## src/rtl/addsub_pkg.sv

```systemverilog
// addsub_pkg -- shared definitions for the chunked sequential adder/subtractor.
//
// Contents:
//   state_t        controller states (IDLE, RUN)
//   flags_t        status flags that accompany each result
//   DEFAULT_*      default operand width and chunk width
//   split_ok()     elaboration-time check that WIDTH is a whole number of chunks
//   num_chunks()   number of chunks (and so clock cycles) per operation
//   cnt_width()    width of the chunk counter, never zero
package addsub_pkg;

  typedef enum logic {
    IDLE = 1'b0,
    RUN  = 1'b1
  } state_t;

  typedef struct packed {
    logic cout;
    logic ovf;
    logic zero;
    logic neg;
  } flags_t;

  localparam int DEFAULT_WIDTH = 32;
  localparam int DEFAULT_CHUNK = 8;

  // WIDTH must split into an integer number of non-empty chunks.
  function automatic bit split_ok(input int width, input int chunk);
    return (chunk > 0) && (width >= chunk) && ((width % chunk) == 0);
  endfunction

  function automatic int num_chunks(input int width, input int chunk);
    return width / chunk;
  endfunction

  // A single-chunk configuration still gets a 1-bit counter so the
  // counter never collapses to a zero-width vector.
  function automatic int cnt_width(input int n);
    return (n > 1) ? $clog2(n) : 1;
  endfunction

  // The package defaults themselves must be a legal split.
  localparam bit DEFAULTS_OK = split_ok(DEFAULT_WIDTH, DEFAULT_CHUNK);

endpackage

```

## src/rtl/addsub_seq_adc_chunk.sv

```systemverilog
// adc_chunk -- combinational CHUNK-bit add-with-carry slice.
//
// Ports:
//   a, b   [CHUNK-1:0]  chunk operands (b already inverted for subtract)
//   cin                 carry into bit 0 of the chunk
//   sum    [CHUNK-1:0]  chunk sum
//   cout                carry out of the chunk MSB
//   c_msb               carry into the chunk MSB (used for signed overflow)
module adc_chunk #(
  parameter int CHUNK = 8
) (
  input  logic [CHUNK-1:0] a,
  input  logic [CHUNK-1:0] b,
  input  logic             cin,
  output logic [CHUNK-1:0] sum,
  output logic             cout,
  output logic             c_msb
);

  logic [CHUNK:0] sum_ext;

  assign sum_ext = {1'b0, a} + {1'b0, b} + {{CHUNK{1'b0}}, cin};
  assign sum     = sum_ext[CHUNK-1:0];
  assign cout    = sum_ext[CHUNK];

  // The sum bit at the MSB is a ^ b ^ carry_in, so the carry into the MSB
  // falls out by XORing the operand bits back off.
  assign c_msb = a[CHUNK-1] ^ b[CHUNK-1] ^ sum_ext[CHUNK-1];

endmodule

```

## src/rtl/addsub_seq.sv

```systemverilog
// addsub_seq -- sequential adder/subtractor that processes CHUNK bits per clock.
//
// An accepted operation takes N = WIDTH/CHUNK cycles; done pulses for one
// cycle with the new result and flags, which then hold until the next done.
//
// Ports:
//   clk                  clock, rising edge
//   rst_n                asynchronous active-low reset
//   start                request, sampled only while ready is high
//   sub                  0 = a + b + cin, 1 = a - b - cin
//   a, b   [WIDTH-1:0]   operands
//   cin                  carry-in (add) / borrow-in (subtract)
//   ready                high when a new start can be accepted
//   done                 one-cycle pulse: result and flags are new
//   result [WIDTH-1:0]   sum / difference
//   cout                 carry out of MSB (subtract: 1 = no borrow)
//   ovf                  two's-complement signed overflow
//   zero                 result is zero
//   neg                  result MSB
module addsub_seq
  import addsub_pkg::*;
#(
  parameter int WIDTH = DEFAULT_WIDTH,
  parameter int CHUNK = DEFAULT_CHUNK
) (
  input  logic             clk,
  input  logic             rst_n,
  input  logic             start,
  input  logic             sub,
  input  logic [WIDTH-1:0] a,
  input  logic [WIDTH-1:0] b,
  input  logic             cin,
  output logic             ready,
  output logic             done,
  output logic [WIDTH-1:0] result,
  output logic             cout,
  output logic             ovf,
  output logic             zero,
  output logic             neg
);

  localparam int N      = num_chunks(WIDTH, CHUNK);
  localparam int CNT_W  = cnt_width(N);
  localparam int BASE_W = $clog2(WIDTH) + 1;

  if (!split_ok(WIDTH, CHUNK)) begin : g_bad_split
    $error("addsub_seq: WIDTH must be a positive integer multiple of CHUNK");
  end

  state_t           state;
  logic [WIDTH-1:0] a_reg;
  logic [WIDTH-1:0] b_reg;       // b already conditioned with sub
  logic [WIDTH-1:0] acc_reg;     // chunk sums gathered so far
  logic             carry_reg;   // carry between chunks
  logic [CNT_W-1:0] idx_reg;

  logic [BASE_W-1:0] base;
  logic [CHUNK-1:0]  chunk_a;
  logic [CHUNK-1:0]  chunk_b;
  logic [CHUNK-1:0]  chunk_sum;
  logic              chunk_cout;
  logic              chunk_c_msb;
  logic [WIDTH-1:0]  acc_next;
  logic              last_chunk;

  assign ready = (state == IDLE);

  // Bit offset of the chunk being processed this cycle.
  assign base    = BASE_W'(idx_reg) * BASE_W'(CHUNK);
  assign chunk_a = a_reg[base +: CHUNK];
  assign chunk_b = b_reg[base +: CHUNK];

  adc_chunk #(
    .CHUNK (CHUNK)
  ) u_adc (
    .a     (chunk_a),
    .b     (chunk_b),
    .cin   (carry_reg),
    .sum   (chunk_sum),
    .cout  (chunk_cout),
    .c_msb (chunk_c_msb)
  );

  // Accumulator with the current chunk sum dropped into place; on the last
  // chunk this is the complete result.
  always_comb begin
    acc_next = acc_reg;
    acc_next[base +: CHUNK] = chunk_sum;
  end

  assign last_chunk = (idx_reg == CNT_W'(N - 1));

  always_ff @(posedge clk or negedge rst_n) begin
    if (!rst_n) begin
      state     <= IDLE;
      a_reg     <= '0;
      b_reg     <= '0;
      acc_reg   <= '0;
      carry_reg <= 1'b0;
      idx_reg   <= '0;
      done      <= 1'b0;
      result    <= '0;
      cout      <= 1'b0;
      ovf       <= 1'b0;
      zero      <= 1'b0;
      neg       <= 1'b0;
    end else begin
      done <= 1'b0;
      case (state)
        IDLE: begin
          if (start) begin
            // Subtraction is a + ~b + ~borrow, so invert b and the carry
            // here once and run the same adder path for both operations.
            a_reg     <= a;
            b_reg     <= b ^ {WIDTH{sub}};
            carry_reg <= cin ^ sub;
            acc_reg   <= '0;
            idx_reg   <= '0;
            state     <= RUN;
          end
        end
        RUN: begin
          acc_reg   <= acc_next;
          carry_reg <= chunk_cout;
          idx_reg   <= idx_reg + CNT_W'(1);
          if (last_chunk) begin
            state  <= IDLE;
            done   <= 1'b1;
            result <= acc_next;
            cout   <= chunk_cout;
            ovf    <= chunk_c_msb ^ chunk_cout;
            zero   <= (acc_next == '0);
            neg    <= acc_next[WIDTH-1];
          end
        end
        default: state <= IDLE;
      endcase
    end
  end

endmodule

```

## config.mk

```make
export PLATFORM = sky130hd
export DESIGN_NAME = addsub_seq
export DESIGN_NICKNAME = d
export VERILOG_FILES = /design/src/rtl/addsub_pkg.sv /design/src/rtl/addsub_seq_adc_chunk.sv /design/src/rtl/addsub_seq.sv
export SDC_FILE = /design/constraint.sdc
export NUM_CORES = 1
export LEC_CHECK = 0
export CAP_MARGIN = 20
export CORE_MARGIN = 2
export CORE_UTILIZATION = 49
export DETAILED_ROUTE_END_ITERATION = 8
export PLACE_DENSITY_LB_ADDON = 0.15
export SLEW_MARGIN = 30
export SYNTH_ARGS = -nofsm -noshare
export SYNTH_HDL_FRONTEND = slang
export SYNTH_SLANG_ARGS = --single-unit
```

## constraint.sdc

```tcl
create_clock -name clk -period 9.1 [get_ports clk]
set_clock_uncertainty 0.1 [all_clocks]
set_input_delay 1.82 -clock clk [delete_from_list [all_inputs] [get_ports clk]]
set_output_delay 1.82 -clock clk [all_outputs]
set_load 0.05 [all_outputs]
```

-- Word-level counts from Yosys, hierarchy flattened
Index checks and enable logic that the tools add are counted.
- logic and storage cells: 43
- output and inout bits: 38
- memory bits (read-only): 0
- bits in writable memories: 0
- input port bits: 69
- bits in registers: 137
- memories: 0
- latch bits: 0
- $mul: 0
- bitwise operators: 6
- magnitude comparators: 0
- shifts and indexed selects: 4
- reduce and logical (&&, ||, !) cells: 3
- div/mod/pow operators: 0
- $add $sub $neg: 4
- equal/unequal tests: 2
- muxes and demuxes: 12
- operators with widths (cell ; count):
    32-bit one-hot mux with 2 select lines ; 1
    32-bit by 6-bit variable part select with 8-bit output ; 2
    32-bit bitwise mux ; 1
    32-bit logical NOT ; 1
    32-bit 2-to-1 mux ; 1
    8-bit by 8-bit variable shift with 32-bit output (first input constant) ; 1
    8-bit by 8-bit variable part select with 32-bit output ; 1
    32-bit bitwise XOR ; 1
    8-bit by 8-bit adder with 9-bit output ; 1
    9-bit by 1-bit adder with 9-bit output ; 1
    5-bit negation with 8-bit output ; 1
    1-bit 2-to-1 mux ; 5
    1-bit one-hot mux with 2 select lines ; 2
    2-bit one-hot mux with 2 select lines ; 1
    2-bit AND reduction ; 2
    1-bit bitwise XOR ; 4
    2-bit by 1-bit adder with 2-bit output (second input constant) ; 1
    2-bit == test (second input constant) ; 1
    2-bit 2-to-1 mux ; 1
    2-bit != test (second input constant) ; 1
    1-bit NOT ; 1

-- Longest topological paths before layout
- word-level depth: 6
- mapped depth: 11
- depth with buffers taken out: 10

-- By module
A second synthesis with hierarchy kept.
- cells, all modules: 598
- area, all modules: 6319.8 µm²
- by module, submodules not included (module ; times used ; cells each ; area an instance (µm²)):
    addsub_seq ; 1 ; 555 ; 5974.5
    adc_chunk ; 1 ; 43 ; 345.3

-- Worst setup path after synthesis
OpenSTA, ideal clock, no wires.
- path type: flip-flop to flip-flop
- start: register idx_reg[0]
- end: register zero
- required time: 8.878 ns
- setup slack: 5.894 ns
- cell stages (with the launch flop): 12
- path buffers: 1
- arrival: 2.984 ns
- path through: dfrtp_1 -> buf_2 -> mux4_2 -> fa_1 -> inv_1 -> fa_1 -> nor2b_1 -> o2111ai_1 -> a31oi_1 -> a31oi_1 -> o21ai_0 -> a32o_1
- longest elaborated chain between the ends: 6
- RTL lines (element ; RTL line ; source):
    start, declared ; addsub_seq.sv:55 ; logic [CNT_W-1:0] idx_reg;
    start signal, assigned ; addsub_seq.sv:125 ; idx_reg <= idx_reg + CNT_W'(1);
    32-bit by 6-bit variable part select with 8-bit output (on tied branches) ; addsub_seq.sv:70, addsub_seq.sv:71 ;
    8-bit by 8-bit adder with 9-bit output ; addsub_seq_adc_chunk.sv:22 ; assign sum_ext = {1'b0, a} + {1'b0, b} + {{CHUNK{1'b0}}, cin};
    9-bit by 1-bit adder with 9-bit output ; addsub_seq_adc_chunk.sv:22 ;
    8-bit by 8-bit variable part select with 32-bit output ; addsub_seq.sv:88 ; acc_next[base +: CHUNK] = chunk_sum;
    32-bit bitwise mux ; addsub_seq.sv:88 ;
    32-bit logical NOT ; addsub_seq.sv:132 ; zero <= (acc_next == '0);
    end signal, assigned ; addsub_seq.sv:132 ;
    end, declared ; addsub_seq.sv:38 ; output logic zero,
Several ways; a longest one is shown, not always the timed one.
A chain may end at the register's enable or synchronous reset.

-- Worst setup path after layout
- start: register state
- end: output port ready
- longest elaborated chain between the ends: 1
- RTL lines (element ; RTL line ; source):
    start, declared ; addsub_seq.sv:50 ; state_t state;
    start signal, assigned ; addsub_seq.sv:95 ; state <= IDLE;
    start signal, assigned ; addsub_seq.sv:119 ; state <= RUN;
    start signal, assigned ; addsub_seq.sv:127 ; state <= IDLE;
    1-bit NOT ; n/a ;
    end, declared ; addsub_seq.sv:33 ; output logic ready,
No other way between the ends.

==> impl_metrics.tcl <==
set metrics [dict create \
    status "completed" \
    cts_post_setup_buffers_inserted 0 \
    syn_nets 677 \
    cts.sinks 128 \
    tritoncts "yes" \
    power_mw 3.45 \
    dp_hpwl_um 9800 \
    drive_above_1_share_pct 13.6 \
    grt_use_total_pct 22.3 \
    synth.most_common_cell "dfrtp_1" \
    final-max-slew-violation-count 0 \
    io_pins 107 \
    drtPass1Iterations 4 \
    multi_input_area_mm2 0.00284 \
    grt_start_max_net_pins 98 \
    synth_common_cells "128 x dfrtp_1, 119 x nand2_1, 47 x o21ai_0" \
    wl_met2_um 7090 \
    vias_per_cell 5.29 \
    nets 767 \
    antenna_cells_inserted 0 \
    finish.utilization_pct 63.5 \
    crit_path_max_fanout 25 \
    finalHoldViolCount 0 \
    critPathRequiredTime_ns 7.18 \
    critPathLaunchType "register" \
    grt_pass1_vias 4710 \
    rrSetupSlack_ns 5.24 \
    design_area_mm2 0.00798 \
    crit_arrival_ns 2.06 \
    via_count 4595 \
    async_flop_share_pct 100 \
    htree_levels 4 \
    crit_end "ready" \
    setup_tns_ns 0 \
    die_y_um 117 \
    ys_warn_count 0 \
    clkTransAtPathRegs_ns 0.05 \
    drc 0 \
    tightest_slew_ns 0.869 \
    synth_top_area_share_pct 51.0 \
    p_leak_nw 3.45 \
    initial_core_util_pct 50.0 \
    grt_setup_unrepaired "no" \
    seq_area_mm2 0.00320 \
    cts_resized 0 \
    top_layer "met4" \
    fp.coreArea_mm2 0.0126 \
    setup_violations 0 \
    synth.area.top_cells "dfrtp_1 51%, nand2_1 7.1%, mux2_2 6.3%, mux4_2 5.7%, xnor2_1 5.0%" \
    r2r_end "zero$_DFFE_PN0P_" \
    ys.flop_type "dfrtp_1" \
    drt_iter0_drc 261 \
    die_w_um 117 \
    r2r-start "idx_reg[0]$_DFFE_PN0P_" \
    wl_um 14000 \
    clk-insertion-delay-late_ns 0.42 \
    fmax_mhz 251 \
    num_rows 41 \
    min_period_ns 3.98 \
    placed_cell_area_mm2 0.00745 \
    fp.dieArea_mm2 0.0138 \
    synth_edf_count 0 \
    area_delta_synth_final_pct 26.9 \
    maxCapViolCount 0 \
    worstSetupPathType "register to output pin" \
    grt_pass1_wl_um 23000 \
    powerDensity_mw_per_mm2 433 \
    clock_path_buffers 2 \
    r2r_cells 11 \
    yosysTopAreaCell "dfrtp_1" \
    min_path_type "register to register" \
    synthesis.area_mm2 0.00629 \
    nFillCells 1065 \
    globalplace.congestion 0.909 \
    crit_start "state$_DFF_PN0_" \
    wire_per_inst_um 16.1 \
    syn_inst 594 \
    postRouteAntennaNets 0 \
    wl_met3_um 710 \
    min_period_over_period_pct 43.7 \
    synth.avg_cell_area_um2 10.6 \
    yosys_register_bits 128 \
    met1_length_um 5840 \
    cts_hold_buffers 0 \
    antenna_found_initial 0 \
    synth.distinct_cells 47 \
    ys_seq_area_share_pct 51.0 \
    numCtsBuffers 17 \
    root_buffer "clkbuf_16" \
    peakVddDrop_mv 0.220 \
    maxSlewHeadroom_pct 42.0 \
    overflow 0 \
    io_buffer_count 106 \
    cp-end-kind "output pin" \
]
==> where the power goes <==
part / leakage [nW] / switching (mW) / internal (mW)
sequential: 1.65 / 0.156 / 0.818
clock: 0.264 / 0.232 / 0.365
combinational: 1.54 / 1.15 / 0.734
==> worst min-delay path by stage <==
stage                        endpoint  slack, ns                   start  cells past startpoint
2_1_floorplan   b_reg[16]$_DFFE_PN0P_       0.34   b_reg[16]$_DFFE_PN0P_                      2
3_3_place_gp    b_reg[23]$_DFFE_PN0P_       0.36   b_reg[23]$_DFFE_PN0P_                      2
3_5_place_dp   result[18]$_DFFE_PN0P_       0.36  result[18]$_DFFE_PN0P_                      2
4_1_cts        result[18]$_DFFE_PN0P_       0.38  result[18]$_DFFE_PN0P_                      2
5_1_grt         b_reg[24]$_DFFE_PN0P_       0.40   b_reg[24]$_DFFE_PN0P_                      2
6_report        result[4]$_DFFE_PN0P_       0.37   result[4]$_DFFE_PN0P_                      2
==> layout by cell type, fill, tap and decap left out, types with 2 or more instances in the layout <==
cell type / count
dfrtp_1: 128
nand2_1: 118
clkdlybuf4s50_1: 104
o21ai_0: 47
xnor2_1: 36
mux2_2: 35
inv_1: 24
o22ai_1: 20
o31ai_1: 17
clkbuf_16: 17
mux4_2: 16
nor2_1: 14
a21oi_1: 13
ha_1: 12
nor2b_1: 11
clkinv_2: 7
nand3_1: 6
buf_4: 6
o21ai_1: 5
nor3_1: 5
clkbuf_1: 5
a21o_1: 4
nor4_1: 4
nand2b_1: 3
and3_1: 3
a41oi_1: 3
a31o_2: 3
clkbuf_8: 3
a31oi_1: 2
xor2_1: 2
o211ai_1: 2
fa_1: 2
==> cells by family (layout without fill, tap and decap cells) <==
kind of cell	count (synthesis)	count (layout)	share of synthesized area, %
compound gates	124	124	12.5
xor+xnor	39	39	5.55
fa+ha+maj	14	14	3.03
buf+inv	66	169	4.10
flops	128	128	51.0
mux	52	52	12.2
simple gates	171	171	11.7
==> metrics by stage <==
step / setup slack, ns / hold WS, ns / std cells
final: 5.12 / 0.368 / 869
after global routing: 4.94 / 0.397 / 869
after CTS: 5.13 / 0.375 / 869
after detailed placement: 5.19 / 0.361 / 837
after global placement: 5.22 / 0.357 / 837
after floorplan: 5.89 / 0.345 / 594
==> worst max-delay path, cell delays in order (launching register included) <==
cell             delay (ns)
dfrtp_1                0.38
inv_2                  0.36
clkdlybuf4s50_1        0.89
==> routing by layer <==
| metal | vias up | track usage, % |
|---|---|---|
| li1 | 2235 | - |
| met1 | 2196 | 27.3 |
| met2 | 131 | 37.5 |
| met3 | 33 | 5.46 |
| met4 | 0 | 10.0 |
| met5 | - | 0 |
==> area by class of cell <==
cell class | instances | share of cell area (%)
well taps | 172 | 2.70
clock inverters | 7 | 0.439
repair buffers | 112 | 13.8
flip-flops and latches | 128 | 40.2
inverters | 25 | 1.18
multi-input cells | 400 | 35.6
clock buffers | 25 | 6.09
No activity file was read; power rests on OpenSTA's default activity.
